--- config.mk ---
export PLATFORM = sky130hd
export DESIGN_NAME = pmem_line_responder
export DESIGN_NICKNAME = d
export VERILOG_FILES = /design/src/rtl/pmem_line_responder_pkg.sv /design/src/rtl/pmem_line_responder_wait_counter.sv /design/src/rtl/pmem_line_responder.sv
export SDC_FILE = /design/constraint.sdc
export NUM_CORES = 1
export LEC_CHECK = 0
export CORE_ASPECT_RATIO = 0.8
export CORE_MARGIN = 3
export CORE_UTILIZATION = 30
export CTS_CLUSTER_SIZE = 12
export DETAILED_ROUTE_END_ITERATION = 10
export PLACE_DENSITY_LB_ADDON = 0.2
export SLEW_MARGIN = 5
export SYNTH_ARGS = -nofsm -noshare
export SYNTH_HDL_FRONTEND = slang
export SYNTH_SLANG_ARGS = --single-unit
export TNS_END_PERCENT = 100
--- constraint.sdc ---
create_clock -name clk -period 2.23 [get_ports clk]
set_input_delay 0.446 -clock clk [delete_from_list [all_inputs] [get_ports clk]]
set_output_delay 0.446 -clock clk [all_outputs]
set_load 0.02 [all_outputs]
--- src/rtl/pmem_line_responder_pkg.sv ---
// Shared types and constants for the pmem line responder.
// Line geometry and the responder state encoding live here.
package pmem_pkg;

  localparam int LINE_W   = 128;
  localparam int WORD_W   = 32;
  localparam int BEATS    = 4;
  localparam int OFFSET_W = 4;

  typedef enum logic [2:0] {
    IDLE,
    WAIT,
    XFER_RD,
    XFER_WR,
    RESP
  } pmem_state_t;

endpackage

--- src/rtl/pmem_line_responder_wait_counter.sv ---
// Loadable down-counter for the pre-transfer access delay.
// done is high on the last cycle of the programmed delay.
module pmem_wait_counter #(
  parameter int W = 8
) (
  input  logic         clk,
  input  logic         rst_n,
  input  logic         load,
  input  logic         en,
  input  logic [W-1:0] value,
  output logic         done
);

  logic [W-1:0] count;

  always_ff @(posedge clk or negedge rst_n) begin
    if (!rst_n) begin
      count <= '0;
    end else if (load) begin
      count <= value;
    end else if (en && count != '0) begin
      count <= count - 1'b1;
    end
  end

  assign done = (count <= W'(1));

endmodule

--- src/rtl/pmem_line_responder.sv ---
// Memory-side responder: serves 128-bit line requests
// from a 32-bit synchronous SRAM in four word beats.
module pmem_line_responder
  import pmem_pkg::*;
#(
  parameter int ADDR_W      = 16,
  parameter int WAIT_CYCLES = 2
) (
  input  logic              clk,
  input  logic              rst_n,
  input  logic              pmem_read,
  input  logic              pmem_write,
  input  logic [ADDR_W-1:0] pmem_address,
  input  logic [LINE_W-1:0] pmem_wdata,
  output logic [LINE_W-1:0] pmem_rdata,
  output logic              pmem_resp,
  output logic [ADDR_W-3:0] sram_addr,
  output logic              sram_we,
  output logic [WORD_W-1:0] sram_wdata,
  input  logic [WORD_W-1:0] sram_rdata
);

  localparam int LINE_AW = ADDR_W - OFFSET_W;

  pmem_state_t state, state_next;

  logic [LINE_AW-1:0] line;
  logic [LINE_W-1:0]  wdata;
  logic               is_write;
  logic [2:0]         beat;
  logic [1:0]         cap_idx;
  logic               req;
  logic               accept;
  logic               wait_done;
  logic               unused;

  assign req     = pmem_read | pmem_write;
  assign accept  = (state == IDLE) && req;
  assign cap_idx = beat[1:0] - 2'd1;
  assign unused  = ^pmem_address[OFFSET_W-1:0];

  pmem_wait_counter #(
    .W(8)
  ) u_wait (
    .clk  (clk),
    .rst_n(rst_n),
    .load (accept),
    .en   (state == WAIT),
    .value(8'(WAIT_CYCLES)),
    .done (wait_done)
  );

  always_ff @(posedge clk or negedge rst_n) begin
    if (!rst_n) begin
      state <= IDLE;
    end else begin
      state <= state_next;
    end
  end

  always_comb begin
    state_next = state;
    case (state)
      IDLE: begin
        if (req) begin
          if (WAIT_CYCLES > 0) begin
            state_next = WAIT;
          end else begin
            state_next = pmem_write ? XFER_WR : XFER_RD;
          end
        end
      end
      WAIT: begin
        if (wait_done) begin
          state_next = is_write ? XFER_WR : XFER_RD;
        end
      end
      XFER_WR: if (beat == 3'd3) state_next = RESP;
      XFER_RD: if (beat == 3'd4) state_next = RESP;
      RESP:    state_next = IDLE;
      default: state_next = IDLE;
    endcase
  end

  // Read beat k lands one cycle after its address, so
  // capture trails the address phase by one beat.
  always_ff @(posedge clk or negedge rst_n) begin
    if (!rst_n) begin
      line       <= '0;
      wdata      <= '0;
      is_write   <= 1'b0;
      beat       <= '0;
      pmem_rdata <= '0;
    end else begin
      if (accept) begin
        line     <= pmem_address[ADDR_W-1:OFFSET_W];
        wdata    <= pmem_wdata;
        is_write <= pmem_write;
      end
      if (state == XFER_RD || state == XFER_WR) begin
        beat <= beat + 3'd1;
      end else begin
        beat <= '0;
      end
      if (state == XFER_RD && beat != 3'd0) begin
        pmem_rdata[{cap_idx, 5'd0} +: WORD_W] <= sram_rdata;
      end
    end
  end

  always_comb begin
    pmem_resp  = 1'b0;
    sram_we    = 1'b0;
    sram_addr  = '0;
    sram_wdata = '0;
    case (state)
      XFER_WR: begin
        sram_we    = 1'b1;
        sram_addr  = {line, beat[1:0]};
        sram_wdata = wdata[{beat[1:0], 5'd0} +: WORD_W];
      end
      XFER_RD: begin
        if (!beat[2]) sram_addr = {line, beat[1:0]};
      end
      RESP:    pmem_resp = 1'b1;
      default: ;
    endcase
  end

endmodule

==> reports/metrics.csv <==
stage;metric;value;unit
run_status;status;complete, but fails checks;
run_status;failing checks;setup timing;
sta;Slew @ Worst Pin;0.6824;ns
layout;design area;19410;um^2
floorplanning;IO Count;356;
cts;clock sinks;283;
yosys;syn_nets;1226;
power;Seq pwr share;31.9;%
yosys;register area share after synthesis;54.41;%
worst_setup_path;crit path cell chain;buf_4 > buf_12 > mux4_2 > and3_4 > buf_6;
power;cell leakage power;0.008290;uW
worst_setup_path;crit end category;output port;
power;Clk pwr share;18.6;%
yosys;Yosys top cell area share;54.41;%
power;logic gate share of total power;49.5;%
layout;final cell count without fillers;2015;
yosys;asr flop ratio synth;100.0;%
power;NetSw;9660;uW
sta;normalized max-slew margin;54.09;%
yosys;FF+latch count, synth;283;
worst_setup_path;Critical Path Max Stage Delay;0.50;ns
cts;root buffer selected by CTS;clkbuf_16;
power;peak supply drop;0.0008523;V
worst_setup_path;Worst R2R Path Depth;11;
layout;post-layout util;45.84;%
place;dpl cell area;17460;um^2
flow_run;Max-cap violations;0;
cts;TritonCTS Buffers;31;
sta;endpoints failing hold;0;
cts;Clk Latency, worst-skew pair;0.58;ns
yosys;Yosys warning total;0;
cts;Clock Tree Buf Depth;3;
power;pwr dens;1400;nW/um^2
sta;skew final;0.01006;ns
drt;total length of routed wires;40670;um
layout;ant diodes;0;
worst_setup_path;Worst setup SP type;flop;
global_route;GRT Total Usage;16.77;%
sta;final setup vio count;34;
layout;area grow syn2layout;49.10;%
worst_setup_path;R2R Path End;pmem_rdata[67];
worst_setup_path;worst reg2reg startpoint;beat[0];
worst_setup_path;crit path max-delay cell type;mux4_2;
floorplanning;# rows;67;
global_route;vias in the first global route;9715;
place;Post-Place Cells;1926;
drt;drt initial violations;459;
sta;Period minus WS final;2.533;ns
power;Sw Ratio;35.56;%
worst_setup_path;Crit Path Class;flop to output port;
worst_setup_path;Crit path arrival time;2.09;ns
yosys;top post-synthesis cells by area;dfrtp_1, mux2i_1, mux2_1;
drt;Vias;9251;
yosys;Syn Inst Count;1037;
sta;crit share post-route;113.6;%
yosys;leading area contributor after synthesis;dfrtp_1;
place;DP HPWL;26150;um
sta;RSZ-0062 raised after global routing;true;
sta;setup ws final;-0.3030;ns
floorplanning;initial core utilization;30.75;%
drt;Routed Antenna Nets;0;
worst_setup_path;Reg2Reg Setup Slack;0.02;ns
yosys;post-synthesis area per instance;12.55;um^2
layout;Layout Nets;1632;
global_route;first-pass GRT wire length;59600;um
sta;Slew Limit Fails;0;
floorplanning;Die X;238.9;um
cts;Clk pin slew, worst setup/hold paths;0.06;ns
cts;CTS H-tree depth;1;
drt;# DRC;0;
power;Pint;17500;uW
sta;Max Fclk;394.8;MHz
global_route;largest net degree at the start of global routing;47;
sta;worst hold slack;0.3653;ns
yosys;Yosys cell types;43;
yosys;EDFF count, synth;0;
worst_hold_path;min-delay worst type;input pin to async pin;
global_route;initial antenna violation count;0;
floorplanning;Die Ht;192.3;um
place;routability cong.;0.7580;
place;PortBufs;351;
drt;Via density;4.591;
drt;1st-pass router iterations;4;
drt;drt wl/cell;20.18;um
yosys;Synth Cell Area;13020;um^2
floorplanning;Die Area;45940;um^2
floorplanning;Core Area;42330;um^2
global_route;total grt overflow;0;
yosys;ys flop type;dfrtp_1;
layout;layout cells sized above 1;23.51;%
worst_setup_path;worst path required time;1.78;ns
worst_setup_path;Worst Path Max Fanout;7;
cts;CTS tree;done;
-- kinds of logic (layout without fill, tap and decap cells) --
group | count (synthesis) | after routing | share of synthesized area (%)
buf+inv | 199 | 625 | 7.133
mux | 306 | 306 | 27.96
simple gates | 216 | 216 | 8.353
fa+ha+maj | 9 | 9 | 0.8652
compound gates | 24 | 24 | 1.279
flops | 283 | 283 | 54.41
-- layout by cell type (no fill, tap or decap), types with 5 or more instances in the layout --
| cell | n |
|---|---|
| o21ai_0 | 8 |
| and2_4 | 7 |
| mux2_1 | 78 |
| and3_4 | 32 |
| nor2_1 | 5 |
| nand2_1 | 129 |
| buf_12 | 27 |
| buf_16 | 5 |
| buf_6 | 55 |
| clkbuf_16 | 37 |
| buf_4 | 36 |
| mux2i_1 | 131 |
| and2_1 | 7 |
| clkbuf_8 | 9 |
| clkbuf_1 | 8 |
| mux2_2 | 63 |
| dfrtp_1 | 279 |
| mux4_2 | 32 |
| ha_1 | 6 |
| inv_1 | 133 |
| clkdlybuf4s50_1 | 302 |
-- power groups by stage --
stage / logic (uW) / clock network [uW] / registers [uW]
after floorplan: 5980 / 0 / 9370
after global placement: 11600 / 0 / 8670
after detailed placement: 11800 / 0 / 8720
after CTS: 12900 / 5220 / 8670
after global routing: 14400 / 5410 / 8950
final: 13400 / 5060 / 8670
-- registers in the layout, indices dropped and copies added, names as in the netlist --
name / count
beat: 3
is_write: 1
line: 12
pmem_rdata: 128
state: 3
u_wait.count: 8
wdata: 128
-- worst max-delay path: cells and delay by family (launching register included) --
family                 cells  cell delay (ns)
AND/OR/NAND/NOR            1             0.20
multiplexers               1             0.50
buffers and inverters      3             0.38
flip-flops                 1             0.40
-- stage by stage --
stage / TNS [ns] / total power (uW) / setup slack (ns)
final: -8.436 / 27160 / -0.3030
after global routing: -13.24 / 28760 / -0.3992
after CTS: -12.76 / 26820 / -0.3934
after detailed placement: -16.01 / 20480 / -0.1906
after global placement: -11.27 / 20290 / -0.1421
after floorplan: -1.113 / 15340 / -0.01854
-- final cells by class --
type	count	area, um^2
sequential	283	7087
clock inverter	5	53.80
tap	552	690.7
clock buffer	48	929.6
multi-input combinational	555	5318
fill	3867	22930
timing repair buffer	437	4816
inverter	135	513.0
-- Yosys cell counts, types with 2 or more instances --
cell      number
o21ai_0        8
buf_6         12
and2_1        14
mux2_2        63
a21oi_1        2
nor2_1         6
o21bai_1       2
nand2_1      131
a22o_1         2
mux2i_1      133
buf_2         15
and3_1        34
inv_1        135
clkbuf_1      20
buf_4         15
nor3b_1        5
nor4_1         3
nand2b_1       3
nor4b_4        3
ha_1           9
mux4_2        32
o311ai_0       2
mux2_1        78
nor3_1         6
nor2b_1        3
dfrtp_1      283
o31a_1         2
-- repair_timing --
| action | in CTS | in global routing |
|---|---|---|
| pin swaps | 11 | 7 |
| resized for setup | 319 | 75 |
| endpoints found under the hold margin | 36 | 0 |
| setup endpoints to repair | 146 | 154 |
| hold buffers | 1 | 0 |
| buffers inserted | 12 | 11 |
| cloned | 8 | 7 |
-- worst max path at each step --
stage	startpoint	to	slack [ns]
floorplan	beat[0]	pmem_rdata[10]	-0.02
global placement	beat[0]	sram_wdata[25]	-0.14
detailed placement	beat[0]	pmem_rdata[67]	-0.19
CTS	beat[0]	sram_wdata[2]	-0.39
global route	beat[0]	sram_wdata[1]	-0.40
finish	beat[0]	sram_wdata[1]	-0.30
-- metal layers --
metal  wire length [um]  GRT usage, %
met3               2383         4.015
met1              18810         23.63
met2              18720         26.45
met5                  0             0
met4                757         3.464
Note: power is estimated with default switching activity, not from simulation.
